## config.mk

```make
export PLATFORM = sky130hd
export DESIGN_NAME = trap_ctl_flat
export DESIGN_NICKNAME = d
export VERILOG_FILES = /design/src/rtl/reg_pkg.sv /design/src/rtl/trap_pkg.sv /design/src/rtl/trap_ctl_if.sv /design/src/rtl/trap_irq_pend.sv /design/src/rtl/trap_ctl.sv /design/src/flat_wrapper.sv
export SDC_FILE = /design/constraint.sdc
export NUM_CORES = 1
export LEC_CHECK = 0
export CAP_MARGIN = 20
export CORE_ASPECT_RATIO = 0.7
export CORE_MARGIN = 3
export CORE_UTILIZATION = 38
export CTS_CLUSTER_SIZE = 12
export DETAILED_ROUTE_END_ITERATION = 8
export PLACE_DENSITY = 0.77
export SYNTH_ARGS = -nofsm -noshare
export SYNTH_HDL_FRONTEND = slang
export SYNTH_SLANG_ARGS = --single-unit
```

## constraint.sdc

```tcl
create_clock -name clk -period 1.6 [get_ports clk]
set_input_delay 0.32 -clock clk [delete_from_list [all_inputs] [get_ports clk]]
set_output_delay 0.32 -clock clk [all_outputs]
set_load 0.005 [all_outputs]
```

## src/rtl/reg_pkg.sv

```systemverilog
// CPU-wide register/status types shared with the control unit.
package reg_pkg;

    typedef enum logic [1:0] {
        USER       = 2'd0,
        SUPERVISOR = 2'd1
    } cpu_mode_e;

endpackage

```

## src/rtl/trap_pkg.sv

```systemverilog
// Trap sequencer types, cause encoding and vector computation.
package trap_pkg;

    typedef enum logic [1:0] {
        IDLE   = 2'd0,
        PUSH   = 2'd1,
        VECTOR = 2'd2,
        FAULT  = 2'd3
    } trap_state_e;

    localparam logic [5:0] CAUSE_SWINT   = 6'd2;
    localparam logic [5:0] CAUSE_EXCEPT  = 6'd3;
    localparam logic [5:0] CAUSE_HW_BASE = 6'd4;

    // Callers truncate the result to their PC width, giving modulo-2^ADDR_W wrap.
    function automatic logic [63:0] vector_of(input logic [63:0] base, input logic [5:0] cause);
        return base + {58'd0, cause};
    endfunction

endpackage

```

## src/rtl/trap_ctl_if.sv

```systemverilog
// Request/control bundle between the control unit side and trap_ctl.
interface trap_ctl_if #(
    parameter int NUM_IRQ = 8,
    parameter int ADDR_W  = 32
);
    import reg_pkg::*;

    logic               en;
    logic [NUM_IRQ-1:0] irq;
    logic [NUM_IRQ-1:0] ien_in;
    logic               ld_ien;
    logic               imask;
    logic               boundary;
    logic               swint_req;
    logic               except_req;
    logic               mem_ready;

    logic               trap_active;
    logic               pre_dec_sp;
    logic               push_pc;
    logic               wr;
    logic [ADDR_W-1:0]  vec_addr;
    logic               ld_pc;
    logic               ld_imask;
    logic               imask_in;
    logic               ld_mode;
    cpu_mode_e          mode_in;
    logic [NUM_IRQ-1:0] irq_ack;
    logic [5:0]         cause;
    logic               fault;

    modport master (
        output en, irq, ien_in, ld_ien, imask, boundary, swint_req, except_req, mem_ready,
        input  trap_active, pre_dec_sp, push_pc, wr, vec_addr, ld_pc, ld_imask, imask_in,
               ld_mode, mode_in, irq_ack, cause, fault
    );

    modport slave (
        input  en, irq, ien_in, ld_ien, imask, boundary, swint_req, except_req, mem_ready,
        output trap_active, pre_dec_sp, push_pc, wr, vec_addr, ld_pc, ld_imask, imask_in,
               ld_mode, mode_in, irq_ack, cause, fault
    );

endinterface

```

## src/rtl/trap_irq_pend.sv

```systemverilog
// Hardware interrupt capture (edge/level), enable register and lowest-index priority pick.
module trap_irq_pend #(
    parameter int                 NUM_IRQ  = 8,
    parameter logic [NUM_IRQ-1:0] IRQ_EDGE = '0
) (
    input  logic               clk,
    input  logic               rst,
    input  logic [NUM_IRQ-1:0] irq,
    input  logic [NUM_IRQ-1:0] ien_in,
    input  logic               ld_ien,
    input  logic               imask,
    input  logic [NUM_IRQ-1:0] ack,
    output logic               hw_valid,
    output logic [4:0]         hw_idx
);

    logic [NUM_IRQ-1:0] irq_q;
    logic [NUM_IRQ-1:0] edge_lat;
    logic [NUM_IRQ-1:0] ien;
    logic [NUM_IRQ-1:0] pend;
    logic [NUM_IRQ-1:0] takeable;

    // A new edge arriving with the ack re-arms the latch (set wins over clear).
    always_ff @(posedge clk or posedge rst) begin
        if (rst) begin
            irq_q    <= '0;
            edge_lat <= '0;
            ien      <= '0;
        end else begin
            irq_q    <= irq;
            edge_lat <= ((edge_lat & ~ack) | (irq & ~irq_q)) & IRQ_EDGE;
            if (ld_ien) ien <= ien_in;
        end
    end

    assign pend     = edge_lat | (irq & ~IRQ_EDGE);
    assign takeable = pend & ien & {NUM_IRQ{imask}};

    always_comb begin
        hw_valid = 1'b0;
        hw_idx   = '0;
        for (int i = NUM_IRQ - 1; i >= 0; i--) begin
            if (takeable[i]) begin
                hw_valid = 1'b1;
                hw_idx   = 5'(i);
            end
        end
    end

endmodule

```

## src/rtl/trap_ctl.sv

```systemverilog
// Trap-entry sequencer: picks the highest-priority cause at an instruction boundary,
// pushes PC with wait-state tolerance, then loads the vector, mode and imask.
//
//   state  | meaning
//   IDLE   | waiting for a boundary with a takeable cause
//   PUSH   | PC write to stack, waiting on mem_ready
//   VECTOR | one cycle of PC/mode/imask loads and ack
//   FAULT  | push timed out; held until reset
module trap_ctl
    import reg_pkg::*;
    import trap_pkg::*;
#(
    parameter int                 NUM_IRQ  = 8,
    parameter int                 ADDR_W   = 32,
    parameter logic [ADDR_W-1:0]  VEC_BASE = '0,
    parameter logic [NUM_IRQ-1:0] IRQ_EDGE = '0,
    parameter int                 MAX_WAIT = 15
) (
    input  logic       clk,
    input  logic       rst,
    trap_ctl_if.slave  bus
);

    trap_state_e state;
    logic [5:0]  cause_q;
    logic [7:0]  wait_cnt;
    logic        swint_flag;
    logic        except_flag;
    logic        hw_valid;
    logic [4:0]  hw_idx;
    logic        in_vec;
    logic        is_hw;
    logic [5:0]  hw_sel;
    logic        clr_swint;
    logic        clr_except;

    trap_irq_pend #(
        .NUM_IRQ  (NUM_IRQ),
        .IRQ_EDGE (IRQ_EDGE)
    ) u_pend (
        .clk      (clk),
        .rst      (rst),
        .irq      (bus.irq),
        .ien_in   (bus.ien_in),
        .ld_ien   (bus.ld_ien),
        .imask    (bus.imask),
        .ack      (bus.irq_ack & {NUM_IRQ{bus.en}}),
        .hw_valid (hw_valid),
        .hw_idx   (hw_idx)
    );

    assign in_vec     = (state == VECTOR);
    assign is_hw      = (cause_q >= CAUSE_HW_BASE);
    assign hw_sel     = cause_q - CAUSE_HW_BASE;
    assign clr_swint  = bus.en && in_vec && (cause_q == CAUSE_SWINT);
    assign clr_except = bus.en && in_vec && (cause_q == CAUSE_EXCEPT);

    always_ff @(posedge clk or posedge rst) begin
        if (rst) begin
            state       <= IDLE;
            cause_q     <= '0;
            wait_cnt    <= '0;
            swint_flag  <= 1'b0;
            except_flag <= 1'b0;
        end else begin
            swint_flag  <= bus.swint_req  | (swint_flag  & ~clr_swint);
            except_flag <= bus.except_req | (except_flag & ~clr_except);
            if (bus.en) begin
                case (state)
                    IDLE: begin
                        if (bus.boundary && (except_flag || swint_flag || hw_valid)) begin
                            if (except_flag)     cause_q <= CAUSE_EXCEPT;
                            else if (swint_flag) cause_q <= CAUSE_SWINT;
                            else                 cause_q <= CAUSE_HW_BASE + {1'b0, hw_idx};
                            wait_cnt <= '0;
                            state    <= PUSH;
                        end
                    end
                    PUSH: begin
                        if (bus.mem_ready) begin
                            state <= VECTOR;
                        end else begin
                            wait_cnt <= wait_cnt + 8'd1;
                            if (wait_cnt + 8'd1 == 8'(MAX_WAIT)) state <= FAULT;
                        end
                    end
                    VECTOR:  state <= IDLE;
                    default: state <= FAULT;
                endcase
            end
        end
    end

    // wait_cnt is still zero only in the first PUSH cycle, so SP drops once.
    assign bus.trap_active = (state != IDLE);
    assign bus.push_pc     = (state == PUSH);
    assign bus.wr          = (state == PUSH);
    assign bus.pre_dec_sp  = (state == PUSH) && (wait_cnt == 8'd0);
    assign bus.vec_addr    = in_vec ? ADDR_W'(vector_of(64'(VEC_BASE), cause_q)) : '0;
    assign bus.ld_pc       = in_vec;
    assign bus.ld_mode     = in_vec;
    assign bus.mode_in     = in_vec ? SUPERVISOR : USER;
    assign bus.ld_imask    = in_vec && is_hw;
    assign bus.imask_in    = 1'b0;
    assign bus.irq_ack     = (in_vec && is_hw) ? (NUM_IRQ'(1) << hw_sel) : '0;
    assign bus.cause       = cause_q;
    assign bus.fault       = (state == FAULT);

endmodule
```

## src/flat_wrapper.sv

```systemverilog
// flat-port wrapper written by rule: the top's interface ports become plain ports
module trap_ctl_flat import reg_pkg::*; import trap_pkg::*;
#(
    parameter int                 NUM_IRQ  = 8,
    parameter int                 ADDR_W   = 32,
    parameter logic [ADDR_W-1:0]  VEC_BASE = '0,
    parameter logic [NUM_IRQ-1:0] IRQ_EDGE = '0,
    parameter int                 MAX_WAIT = 15
)
  (clk, rst, bus_en, bus_irq, bus_ien_in, bus_ld_ien, bus_imask, bus_boundary, bus_swint_req, bus_except_req, bus_mem_ready, bus_trap_active, bus_pre_dec_sp, bus_push_pc, bus_wr, bus_vec_addr, bus_ld_pc, bus_ld_imask, bus_imask_in, bus_ld_mode, bus_mode_in, bus_irq_ack, bus_cause, bus_fault);
  trap_ctl_if #(.NUM_IRQ(NUM_IRQ), .ADDR_W(ADDR_W)) bus_i ();
  input  logic clk;
  input  logic rst;
  input wire logic [$bits(bus_i.en)-1:0] bus_en;
  input wire logic [$bits(bus_i.irq)-1:0] bus_irq;
  input wire logic [$bits(bus_i.ien_in)-1:0] bus_ien_in;
  input wire logic [$bits(bus_i.ld_ien)-1:0] bus_ld_ien;
  input wire logic [$bits(bus_i.imask)-1:0] bus_imask;
  input wire logic [$bits(bus_i.boundary)-1:0] bus_boundary;
  input wire logic [$bits(bus_i.swint_req)-1:0] bus_swint_req;
  input wire logic [$bits(bus_i.except_req)-1:0] bus_except_req;
  input wire logic [$bits(bus_i.mem_ready)-1:0] bus_mem_ready;
  output wire logic [$bits(bus_i.trap_active)-1:0] bus_trap_active;
  output wire logic [$bits(bus_i.pre_dec_sp)-1:0] bus_pre_dec_sp;
  output wire logic [$bits(bus_i.push_pc)-1:0] bus_push_pc;
  output wire logic [$bits(bus_i.wr)-1:0] bus_wr;
  output wire logic [$bits(bus_i.vec_addr)-1:0] bus_vec_addr;
  output wire logic [$bits(bus_i.ld_pc)-1:0] bus_ld_pc;
  output wire logic [$bits(bus_i.ld_imask)-1:0] bus_ld_imask;
  output wire logic [$bits(bus_i.imask_in)-1:0] bus_imask_in;
  output wire logic [$bits(bus_i.ld_mode)-1:0] bus_ld_mode;
  output wire logic [$bits(bus_i.mode_in)-1:0] bus_mode_in;
  output wire logic [$bits(bus_i.irq_ack)-1:0] bus_irq_ack;
  output wire logic [$bits(bus_i.cause)-1:0] bus_cause;
  output wire logic [$bits(bus_i.fault)-1:0] bus_fault;
  assign bus_i.en = bus_en;
  assign bus_i.irq = bus_irq;
  assign bus_i.ien_in = bus_ien_in;
  assign bus_i.ld_ien = bus_ld_ien;
  assign bus_i.imask = bus_imask;
  assign bus_i.boundary = bus_boundary;
  assign bus_i.swint_req = bus_swint_req;
  assign bus_i.except_req = bus_except_req;
  assign bus_i.mem_ready = bus_mem_ready;
  assign bus_trap_active = bus_i.trap_active;
  assign bus_pre_dec_sp = bus_i.pre_dec_sp;
  assign bus_push_pc = bus_i.push_pc;
  assign bus_wr = bus_i.wr;
  assign bus_vec_addr = bus_i.vec_addr;
  assign bus_ld_pc = bus_i.ld_pc;
  assign bus_ld_imask = bus_i.ld_imask;
  assign bus_imask_in = bus_i.imask_in;
  assign bus_ld_mode = bus_i.ld_mode;
  assign bus_mode_in = bus_i.mode_in;
  assign bus_irq_ack = bus_i.irq_ack;
  assign bus_cause = bus_i.cause;
  assign bus_fault = bus_i.fault;
  trap_ctl #(.NUM_IRQ(NUM_IRQ), .ADDR_W(ADDR_W), .VEC_BASE(VEC_BASE), .IRQ_EDGE(IRQ_EDGE), .MAX_WAIT(MAX_WAIT)) u_core (.clk(clk), .rst(rst), .bus(bus_i));
endmodule
```

==> qor_table.md, run 1 <==
| Result | This run | Unit |
|:---|:---|:---|
| IR Drop Worst-Case VDD | 0.403 | mV |
| Overall routing resource usage | 0.172 | - |
| Fraction of synthesized cell area taken by the top area cell type | 0.333 | - |
| Initial antenna violation count | 0 | - |
| Antenna cell count | 0 | - |
| Number of sinks on the clock net | 24 | - |
| FF-to-FF End | u_core.wait_cnt[1] | - |
| Final Slew Violations | 0 | - |
| Critical Path Slowest Stage Cell | dfrtp_1 | - |
| Die area | 5620 | um2 |
| Endpoint kind of the worst setup timing path | primary output | - |
| Top-level port count | 82 | - |
| Mean Syn Cell Area | 9.11 | um2 |
| Crit share post-route | 1.17 | - |
| Max-capacitance violation count | 0 | - |
| Vias in the first global route | 1629 | - |
| Top area cells in the synthesized netlist | dfrtp_1 (33%), buf_4 (15%), mux2_2 (5.0%), nand2_1 (3.7%), ha_1 (3.5%) | - |
| Area of the mapped netlist | 1800 | um2 |
| TritonCTS Buffers | 3 | - |
| Critical path startpoint category | flop | - |
| Kind of cell adding the most delay to the critical path | simple AND/OR/NAND/NOR gates | - |
| Post-route clock skew | 14.3 | ps |
| Global placer's final weighted congestion | 0.819 | - |
| Critical path required time | 1280 | ps |
| Status | complete, but fails checks | - |
| Critical Path Max Stage Delay | 420 | ps |
| RR Startpoint | u_core.state[0] | - |
| Sequential cell area fraction in the yosys report | 0.333 | - |
| Cell type with the highest aggregate area in the netlist | dfrtp_1 | - |
| Post-CTS clock slew at the launch and capture registers of the worst setup and hold paths | 100 | ps |
| Buffering stage count on the worst path with inverters included | 2 | - |
| Footprint of the flip-flops and latches | 602 | um2 |
| Post-synth EDFFs | 0 | - |
| Number of port buffers | 49 | - |
| Clock tree from TritonCTS | yes | - |
| Yosys synthesis warning count | 0 | - |
| WL per Instance | 13.9 | um |
| Fraction of final layout cells with drive strength greater than 1 | 0.455 | - |
| Depth of the most critical reg-to-reg path | 6 | - |
| First-pass DRT Iterations | 4 | - |
| Longest Clk Path Bufs | 2 | - |
| Worst min-delay path category | in -> async | - |
| Fraction of synthesis flops using an asynchronous set or reset pin | 1.00 | - |
| Shortest clock period the worst path allows after layout | 1880 | ps |
| Minimum setup slack among reg-to-reg paths | -130 | ps |
| Area of the multi-input gates | 1150 | um2 |
| Register bit total from synthesis | 24 | - |
| Largest driver fanout on the critical path | 4 | - |
| CTS Hold Buffers Added | 0 | - |
| Number of fillers in the final layout | 359 | - |
| Final hold violations | 0 | - |
| Layout area overhead | 60.7 | % |
| DRC Markers | 0 | - |
| Cell row count | 20 | - |
| Routed wire length | 5090 | um |
| Vertical extent of the die | 63.6 | um |
| Synth unique cells | 47 | - |
| Violated checks | setup timing | - |
| Cell chosen for the clock root | clkbuf_8 | - |
| Horizontal die dimension | 88.3 | um |
| Slack of the critical path | -276 | ps |
| Area of the core | 4450 | um2 |
| Static power due to leakage | 0.00139 | uW |
| Category of the most critical setup path | reg -> out | - |
| First-pass GRT wire length | 7700 | um |
| Most used standard cells in the synthesized netlist | buf_4 (36), dfrtp_1 (24), nand2_1 (18) | - |
| Sequence of cells on the critical path | and2b_2, buf_6, nand3_2, nor4_2, buf_2 | - |
| NumNets Final | 341 | - |
| Via count normalized by instance count | 4.67 | - |
| Final setup fails | 29 | - |
| Initial core utilization | 0.405 | - |
| Setup repair after global routing missed its margin | yes | - |
| Vias post-DR | 1705 | - |
| Dominant cell by count in the synthesized netlist | buf_4 | - |
| HPWL after detailed placement | 3640 | um |
| Level count of the clock H-tree | 1 | - |
| Post-layout power | 2970 | uW |
| Number of DRC markers after the initial detailed-route iteration | 35 | - |
| Post-route ant nets | 0 | - |
| WP data arrival | 1560 | ps |
| Leading register cell type out of synthesis | dfrtp_1 | - |
| Remaining Overflow, GRT | 0 | - |
| Worst-Skew Late Latency | 280 | ps |
| Power density over cell area | 1030 | nW/um2 |
| Pin count of the biggest net entering global routing | 25 | - |
| Fmax | 533 | MHz |
| Syn Inst Count | 198 | - |
| Final-layout worst hold slack | 383 | ps |
## layer usage
| metal | global-route usage | up-vias | wire length (um) |
|---|---|---|---|
| met4 | 0.00566 | 0 | 7 |
| li1 | - | 842 | - |
| met1 | 0.239 | 809 | 2160 |
| met2 | 0.287 | 52 | 2610 |
| met3 | 0.0366 | 2 | 309 |
| met5 | 0 | - | 0 |
## report_power, final
group          internal [uW]  switching (uW)  leakage [uW]
Sequential               692            67.1      0.000290
Combinational            939             727       0.00106
Clock                    335             210     0.0000357
Total                   1970            1000       0.00139
## logic make-up after synthesis
group	after synthesis	share of synthesized area
simple gates	70	0.213
buf+inv	49	0.178
compound gates	34	0.151
flops	24	0.333
mux	10	0.0638
fa+ha+maj	5	0.0347
xor+xnor	5	0.0243
other cells	1	0.00208
## flip-flops by register name (all words and copies together) (netlist names)
signal / flops
u_core.bus.cause: 4
u_core.except_flag: 1
u_core.u_pend.ien: 8
u_core.wait_cnt: 8
u_core.swint_flag: 1
u_core.state: 2
## tightest hold or removal path, delay by kind of cell
kind | cells | cell delay [ps]
buffers and inverters | 3 | 750
## worst max-delay path by stage
stage | slack (ps) | depth (start not counted) | start | endpoint
3_3_place_gp | -400 | 6 | bus_irq[4] | u_core.bus.cause[1]
3_5_place_dp | -430 | 8 | bus_irq[4] | u_core.wait_cnt[3]
4_1_cts | -270 | 5 | u_core.state[0] | bus_irq_ack[0]
5_1_grt | -360 | 6 | u_core.state[0] | bus_pre_dec_sp
2_1_floorplan | 7 | 4 | u_core.except_flag | u_core.bus.cause[1]
6_report | -280 | 5 | u_core.state[0] | bus_irq_ack[0]
## what timing repair did
item	4_1_cts	5_1_grt
pin swaps	26	17
buffers inserted	11	10
setup endpoints to repair	34	36
gates resized for setup	109	38
## stage by stage
stage	setup TNS [ps]	std cells	util	instance area, um2	setup WS [ps]
6_report	-3610	365	0.650	2900	-276
5_1_grt	-5890	365	0.650	2900	-361
4_1_cts	-2760	357	0.613	2730	-271
3_5_place_dp	-8250	343	0.575	2560	-431
3_3_place_gp	-7940	343	0.575	2560	-404
2_1_floorplan	0	229	-	1920	7.11
## layout by cell type (no fill, tap or decap), types with 6 or more instances in the layout
cell             instances
buf_4                   51
buf_6                   19
mux2_2                   8
inv_1                    6
nor2_1                   9
dfrtp_1                 23
buf_2                   14
conb_1                  32
o21ai_1                  6
nand3_1                  7
clkdlybuf4s50_1         20
nand2_1                 13
## final cells by class
class                           count  area share
Multi-Input combinational cell    156       0.397
Clock inverter                      1      0.0104
Sequential cell                    24       0.208
Clock buffer                        3      0.0143
Inverter                           11      0.0143
Tap cell                           55      0.0238
Timing Repair Buffer              115       0.333
Note: power is estimated with default switching activity, not from simulation.
==> inputs of run 2 (changes only) <==
ABC_AREA = 1   (was unset)
PLACE_DENSITY = 0.78   (was 0.77)
==> qor_table.md, run 2 <==
| Result | This run | Unit | Delta |
|:---|:---|:---|:---|
| Vias in the first global route | 1623 | - | was 1629 |
| RR Startpoint | u_core.wait_cnt[0] | - | was u_core.state[0] |
| Fraction of synthesis flops using an asynchronous set or reset pin | 1.00 | - | unchanged |
| Antenna cell count | 0 | - | unchanged |
| Category of the most critical setup path | reg -> out | - | unchanged |
| Net switching fraction of the power | 0.378 | - | was 0.338 |
| Sequential cell area fraction in the yosys report | 0.337 | - | was 0.333 |
| Top library cells by usage in the layout, fill and taps aside | nand2_1 (51), buf_4 (40), conb_1 (32) | - | was buf_4 (51), conb_1 (32), dfrtp_1 (23) |
| First-pass GRT wire length | 7150 | um | was 7700 um |
| Portion of total power attributed to combinational logic | 0.549 | - | was 0.561 |
| Static power due to leakage | 0.00137 | uW | was 0.00139 uW |
| WP data arrival | 1500 | ps | was 1560 ps |
| Horizontal die dimension | 87.8 | um | was 88.3 um |
| Sequential Power Share | 0.296 | - | was 0.256 |
| Cell type with the highest aggregate area in the netlist | dfrtp_1 | - | unchanged |
| Shortest clock period the worst path allows after layout | 1820 | ps | was 1880 ps |
| Initial antenna violation count | 0 | - | unchanged |
| Register bit total from synthesis | 24 | - | unchanged |
| Post-layout power | 2650 | uW | was 2970 uW |
| Pin count of the biggest net entering global routing | 25 | - | unchanged |
| Number of port buffers | 49 | - | unchanged |
| Routed wire length | 4550 | um | was 5090 um |
| Startpoint of the worst setup timing path | u_core.bus.cause[2] | - | was u_core.state[0] |
| Top area cells in the synthesized netlist | dfrtp_1 (34%), buf_4 (15%), nand2_1 (12%), nand3_1 (6.5%), inv_1 (6.1%) | - | was dfrtp_1 (33%), buf_4 (15%), mux2_2 (5.0%), nand2_1 (3.7%), ha_1 (3.5%) |
| Most used standard cells in the synthesized netlist | nand2_1 (56), buf_4 (35), inv_1 (29) | - | was buf_4 (36), dfrtp_1 (24), nand2_1 (18) |
| Setup Slack @ Placement | -331 | ps | was -431 ps |
| Max-capacitance violation count | 0 | - | unchanged |
| Clock tree from TritonCTS | yes | - | unchanged |
| IR Drop Worst-Case VDD | 0.516 | mV | was 0.403 mV |
| Fraction of power consumed by the clock network | 0.155 | - | was 0.183 |
| FF-to-FF End | u_core.state[1] | - | was u_core.wait_cnt[1] |
| Number of sinks on the clock net | 24 | - | unchanged |
| Depth of the most critical reg-to-reg path | 12 | - | was 6 |
| Slack of the critical path | -218 | ps | was -276 ps |
| Post-route ant nets | 0 | - | unchanged |
| Initial core utilization | 0.402 | - | was 0.405 |
| Dominant cell by count in the synthesized netlist | nand2_1 | - | was buf_4 |
| Cell row count | 20 | - | unchanged |
| NumNets Final | 364 | - | was 341 |
| Overall routing resource usage | 0.158 | - | was 0.172 |
| Final Slew Violations | 0 | - | unchanged |
| Final hold violations | 0 | - | unchanged |
| Fraction of synthesized cell area taken by the top area cell type | 0.337 | - | was 0.333 |
| Largest driver fanout on the critical path | 4 | - | unchanged |
| Longest Clk Path Bufs | 2 | - | unchanged |
| Fmax | 550 | MHz | was 533 MHz |
| Vias post-DR | 1739 | - | was 1705 |
| Internal Dissipation | 1650 | uW | was 1970 uW |
| Kind of cell adding the most delay to the critical path | adder cells | - | was simple AND/OR/NAND/NOR gates |
| Post-CTS clock slew at the launch and capture registers of the worst setup and hold paths | 90 | ps | was 100 ps |
| Sequence of cells on the critical path | inv_2, ha_1, nand3_4, buf_6, nor2_2, buf_2 | - | was and2b_2, buf_6, nand3_2, nor4_2, buf_2 |
| Post-synth EDFFs | 0 | - | unchanged |
| TritonCTS Buffers | 3 | - | unchanged |
| Switching power | 1000 | uW | about the same |
| Synth unique cells | 24 | - | was 47 |
| Top-level port count | 82 | - | unchanged |
| Cell chosen for the clock root | clkbuf_8 | - | unchanged |
| Syn Inst Count | 243 | - | was 198 |
| Critical Path Slowest Stage Cell | ha_1 | - | was dfrtp_1 |
| Via count normalized by instance count | 4.48 | - | was 4.67 |
| Critical Path Max Stage Delay | 380 | ps | was 420 ps |
| Final setup fails | 8 | - | was 29 |
| DRC Markers | 0 | - | unchanged |
| Area of the core | 4430 | um2 | was 4450 um2 |
| Worst-Skew Late Latency | 260 | ps | was 280 ps |
| Mean Syn Cell Area | 7.33 | um2 | was 9.11 um2 |
| Fraction of final layout cells with drive strength greater than 1 | 0.366 | - | was 0.455 |
| Most frequent standard cell in the layout excluding fill and tap cells | nand2_1 | - | was buf_4 |
| Area post-placement | 2400 | um2 | was 2560 um2 |
| Status | complete, but fails checks | - | unchanged |
| Number of DRC markers after the initial detailed-route iteration | 75 | - | was 35 |
| Remaining Overflow, GRT | 0 | - | unchanged |
| Fin util | 0.601 | - | was 0.650 |
| Yosys synthesis warning count | 0 | - | unchanged |
| Crit share post-route | 1.14 | - | was 1.17 |
| Critical path required time | 1280 | ps | about the same |
| Vertical extent of the die | 63.3 | um | was 63.6 um |
| Area of all placed cells without fillers | 2660 | um2 | was 2900 um2 |
| Buffering stage count on the worst path with inverters included | 3 | - | was 2 |
| Leading register cell type out of synthesis | dfrtp_1 | - | unchanged |
| Post-route clock skew | 3.03 | ps | was 14.3 ps |
| WL per Instance | 11.7 | um | was 13.9 um |
| Minimum setup slack among reg-to-reg paths | 30 | ps | was -130 ps |
| Setup TNS | -1220 | ps | was -3610 ps |
| Endpoint kind of the worst setup timing path | primary output | - | unchanged |
| Layout area overhead | 49.4 | % | was 60.7% |
| Global placer's final weighted congestion | 0.905 | - | was 0.819 |
| Area of the mapped netlist | 1780 | um2 | was 1800 um2 |
| Power density over cell area | 998 | nW/um2 | was 1030 nW/um2 |
| Critical path startpoint category | flop | - | unchanged |
| Die area | 5560 | um2 | was 5620 um2 |
| Setup repair after global routing missed its margin | yes | - | unchanged |
| First-pass DRT Iterations | 4 | - | unchanged |
| Violated checks | setup timing | - | unchanged |
| Worst min-delay path category | in -> async | - | unchanged |
| HPWL after detailed placement | 3410 | um | was 3640 um |
| Level count of the clock H-tree | 1 | - | unchanged |
-- run 2: cell count changes in the layout (fill, tap and decap cells not counted), sizes merged, moves of 4 or more --
cell           previous run  this run
nand2                    18        60
clkdlybuf4s50            20        24
nor3                      6         2
nand3                     8        24
inv                      11        30
xor2                      5         0
buf                      84        59
nor2                     10        32
and2                      7         0
a21oi                     5         1
nand2b                    5         0
-- run 2: tightest hold or removal path: cells and delay by family --
family,cells,cell delay (ps)
buf+inv,3,740
-- run 2: stage by stage --
step | hold slack, ps | std cells
floorplan | 335 | 274
global placement | 498 | 371
detailed placement | 497 | 371
CTS | 403 | 386
global route | 433 | 388
finish | 391 | 388
-- run 2: how the worst max path moves through the flow --
stage / cells after the start / slack [ps] / to
2_1_floorplan: 5 / 150 / bus_irq_ack[0]
3_3_place_gp: 11 / -270 / u_core.wait_cnt[6]
3_5_place_dp: 11 / -330 / u_core.wait_cnt[7]
4_1_cts: 9 / -250 / bus_irq_ack[0]
5_1_grt: 8 / -310 / bus_irq_ack[2]
6_report: 6 / -220 / bus_irq_ack[4]
-- run 2: per-layer routing --
| metal | global-route usage | routed length, um | vias to the layer above |
|---|---|---|---|
| met1 | 0.206 | 1930 | 807 |
| li1 | - | - | 881 |
| met5 | 0 | 0 | - |
| met2 | 0.278 | 2360 | 47 |
| met4 | 0.0211 | 19 | 0 |
| met3 | 0.0275 | 240 | 4 |
-- run 2: cell families (layout without fill, tap and decap cells) --
kind of cell             Yosys count  in the layout  share of synthesized area
flip-flops                        24             24                      0.337
other                              1             32                    0.00211
AND/OR/NAND/NOR                  120            120                      0.300
AO/OA/AOI/OAI                     18             18                     0.0555
buffers and inverters             67            126                      0.219
adder cells (fa/ha/maj)            5              5                     0.0351
multiplexers                       8              8                     0.0506
-- run 2: what timing repair did --
action | CTS | global route
hold buffers | 0 | 0
setup endpoints to repair | 30 | 28
pin swaps | 7 | 14
gates resized for setup | 90 | 42
endpoints found under the hold margin | 0 | 0
buffers inserted | 12 | 3
-- run 2: layout make-up --
class | count | area, um2
Fill cell | 387 | 1770
Inverter | 30 | 113
Timing Repair Buffer | 92 | 748
Clock buffer | 4 | 55.1
Sequential cell | 24 | 601
Multi-Input combinational cell | 183 | 1070
Tap cell | 55 | 68.8
-- run 2: power groups by stage --
stage	combinational [uW]	clock [uW]	sequential (uW)
finish	1460	410	786
global route	1610	449	798
CTS	1370	417	780
detailed placement	1320	0	798
global placement	1290	0	788
floorplan	639	0	830
==> inputs of run 3 (changes only) <==
GPL_TIMING_DRIVEN = 0   (was unset)
==> qor_table.md, run 3 (synthesis results as in run 2) <==
| Result | This run | Unit | Delta |
|:---|:---|:---|:---|
| Violated checks | setup timing | - | unchanged |
| Worst-Skew Late Latency | 260 | ps | about the same |
| Power density over cell area | 948 | nW/um2 | was 998 nW/um2 |
| Initial core utilization | 0.402 | - | unchanged |
| Via count normalized by instance count | 4.41 | - | was 4.48 |
| IR Drop Worst-Case VDD | 0.688 | mV | was 0.516 mV |
| Final Slew Violations | 0 | - | unchanged |
| Slack of the critical path | -219 | ps | was -218 ps |
| Setup TNS | -1620 | ps | was -1220 ps |
| Crit share post-route | 1.14 | - | about the same |
| Clock tree from TritonCTS | yes | - | unchanged |
| Critical path startpoint category | flop | - | unchanged |
| Final hold violations | 0 | - | unchanged |
| Category of the most critical setup path | reg -> out | - | unchanged |
| Fmax | 550 | MHz | about the same |
| WL per Instance | 11.0 | um | was 11.7 um |
| Net switching fraction of the power | 0.387 | - | was 0.378 |
| Critical path required time | 1280 | ps | about the same |
| Top-level port count | 82 | - | unchanged |
| Endpoint kind of the worst setup timing path | primary output | - | unchanged |
| Number of fillers in the final layout | 399 | - | was 387 |
| Status | complete, but fails checks | - | unchanged |
| Footprint of the flip-flops and latches | 607 | um2 | was 601 um2 |
| CTS Hold Buffers Added | 0 | - | unchanged |
| Static power due to leakage | 0.00141 | uW | was 0.00137 uW |
| Number of port buffers | 47 | - | was 49 |
| Level count of the clock H-tree | 1 | - | unchanged |
| Vertical extent of the die | 63.3 | um | unchanged |
| Antenna cell count | 0 | - | unchanged |
| Routed wire length | 4340 | um | was 4550 um |
| Cell row count | 20 | - | unchanged |
| First-pass GRT wire length | 6780 | um | was 7150 um |
| Final setup fails | 11 | - | was 8 |
| Horizontal die dimension | 87.8 | um | unchanged |
| Area of the multi-input gates | 1100 | um2 | was 1070 um2 |
| Overall routing resource usage | 0.150 | - | was 0.158 |
| Setup repair after global routing missed its margin | yes | - | unchanged |
| Area post-placement | 2440 | um2 | was 2400 um2 |
| Worst slew margin | 0.386 | - |  |
| Fin util | 0.625 | - | was 0.601 |
| Internal Dissipation | 1610 | uW | was 1650 uW |
| Most frequent standard cell in the layout excluding fill and tap cells | nand2_1 | - | unchanged |
| DRC Markers | 0 | - | unchanged |
| Top library cells by usage in the layout, fill and taps aside | nand2_1 (50), buf_4 (44), conb_1 (32) | - | was nand2_1 (51), buf_4 (40), conb_1 (32) |
| Pin count of the biggest net entering global routing | 25 | - | unchanged |
| Area of all placed cells without fillers | 2770 | um2 | was 2660 um2 |
| WP data arrival | 1500 | ps | about the same |
| Layout area overhead | 55.4 | % | was 49.4% |
| Die area | 5560 | um2 | unchanged |
| Number of DRC markers after the initial detailed-route iteration | 68 | - | was 75 |
| Post-route ant nets | 0 | - | unchanged |
| Post-route clock skew | 8.98 | ps | was 3.03 ps |
| Max-capacitance violation count | 0 | - | unchanged |
| First-pass DRT Iterations | 4 | - | unchanged |
| Portion of total power attributed to combinational logic | 0.539 | - | was 0.549 |
| Cell chosen for the clock root | clkbuf_8 | - | unchanged |
| Remaining Overflow, GRT | 0 | - | unchanged |
| Worst min-delay path category | reg -> reg | - | was in -> async |
| Sequential Power Share | 0.329 | - | was 0.296 |
| Final-layout worst hold slack | 511 | ps | was 391 ps |
| NumNets Final | 371 | - | was 364 |
| Shortest clock period the worst path allows after layout | 1820 | ps | about the same |
| Initial antenna violation count | 0 | - | unchanged |
| Number of sinks on the clock net | 24 | - | unchanged |
| Measured slew at the worst slew-check pin | 920 | ps |  |
| Vias post-DR | 1738 | - | was 1739 |
| Fraction of power consumed by the clock network | 0.132 | - | was 0.155 |
| Post-CTS clock slew at the launch and capture registers of the worst setup and hold paths | 80 | ps | was 90 ps |
| Post-layout power | 2620 | uW | was 2650 uW |
| Global placer's final weighted congestion | 0.843 | - | was 0.905 |
| Longest Clk Path Bufs | 2 | - | unchanged |
| Largest driver fanout on the critical path | 4 | - | unchanged |
| Switching power | 1020 | uW | was 1000 uW |
| HPWL after detailed placement | 3250 | um | was 3410 um |
| Area of the core | 4430 | um2 | unchanged |
| TritonCTS Buffers | 3 | - | unchanged |
| Fraction of final layout cells with drive strength greater than 1 | 0.383 | - | was 0.366 |
| Vias in the first global route | 1522 | - | was 1623 |
-- run 3: cell count changes in the layout (fill, tap and decap cells not counted), sizes merged --
cell	previous run	this run
clkdlybuf4s50	24	27
buf	59	61
dlygate4sd2	2	7
clkdlybuf4s15	3	1
clkbuf	7	5
-- run 3: metrics by stage --
step	instances	setup WS, ps
2_1_floorplan	274	152
3_3_place_gp	376	-418
3_5_place_dp	376	-441
4_1_cts	389	-235
5_1_grt	394	-303
6_report	394	-219
-- run 3: final timing paths --
| path | endpoint | slack [ps] | startpoint | cells past startpoint |
|---|---|---|---|---|
| setup / recovery | bus_ld_pc | -220 | u_core.state[0] | 4 |
| hold / removal | u_core.wait_cnt[7] | 510 | u_core.wait_cnt[7] | 2 |
| setup reg to reg | u_core.state[1] | 70 | u_core.wait_cnt[1] | 10 |
| hold reg to reg | u_core.wait_cnt[7] | 510 | u_core.wait_cnt[7] | 2 |
| max in group asynchronous | u_core.wait_cnt[1] | 420 | rst | 2 |
| min in group asynchronous | u_core.swint_flag | 560 | rst | 2 |
-- run 3: critical path: stages, from the launching register on --
cell and delay, ps:
dfrtp_2 440, nor2_4 110, buf_6 120, buf_4 90, clkdlybuf4s50_1 480
-- run 3: power by group through the flow --
stage,Sequential (uW),Combinational (uW),Clock [uW]
floorplan,830,639,0
global placement,852,1070,0
detailed placement,858,1100,0
CTS,824,1240,356
global route,877,1570,384
finish,863,1410,346
-- run 3: final cells by class --
class | count | share of cell area
plain buffers | 37 | 0.100
inverters | 30 | 0.0434
clock buffers | 3 | 0.0149
repair buffers | 62 | 0.199
multi-input cells | 183 | 0.398
flip-flops and latches | 24 | 0.219
well taps | 55 | 0.0249
-- run 3: metal layers --
layer	track usage	routed length, um
met5	0	0
met4	0.0172	40
met3	0.0366	331
met2	0.251	2170
met1	0.203	1800
-- run 3: timing repair --
item / CTS / global route
endpoints found under the setup margin: 23 / 23
buffers inserted: 10 / 6
hold endpoints to repair: 0 / 0
gates resized for setup: 64 / 55
pin swaps: 8 / 17
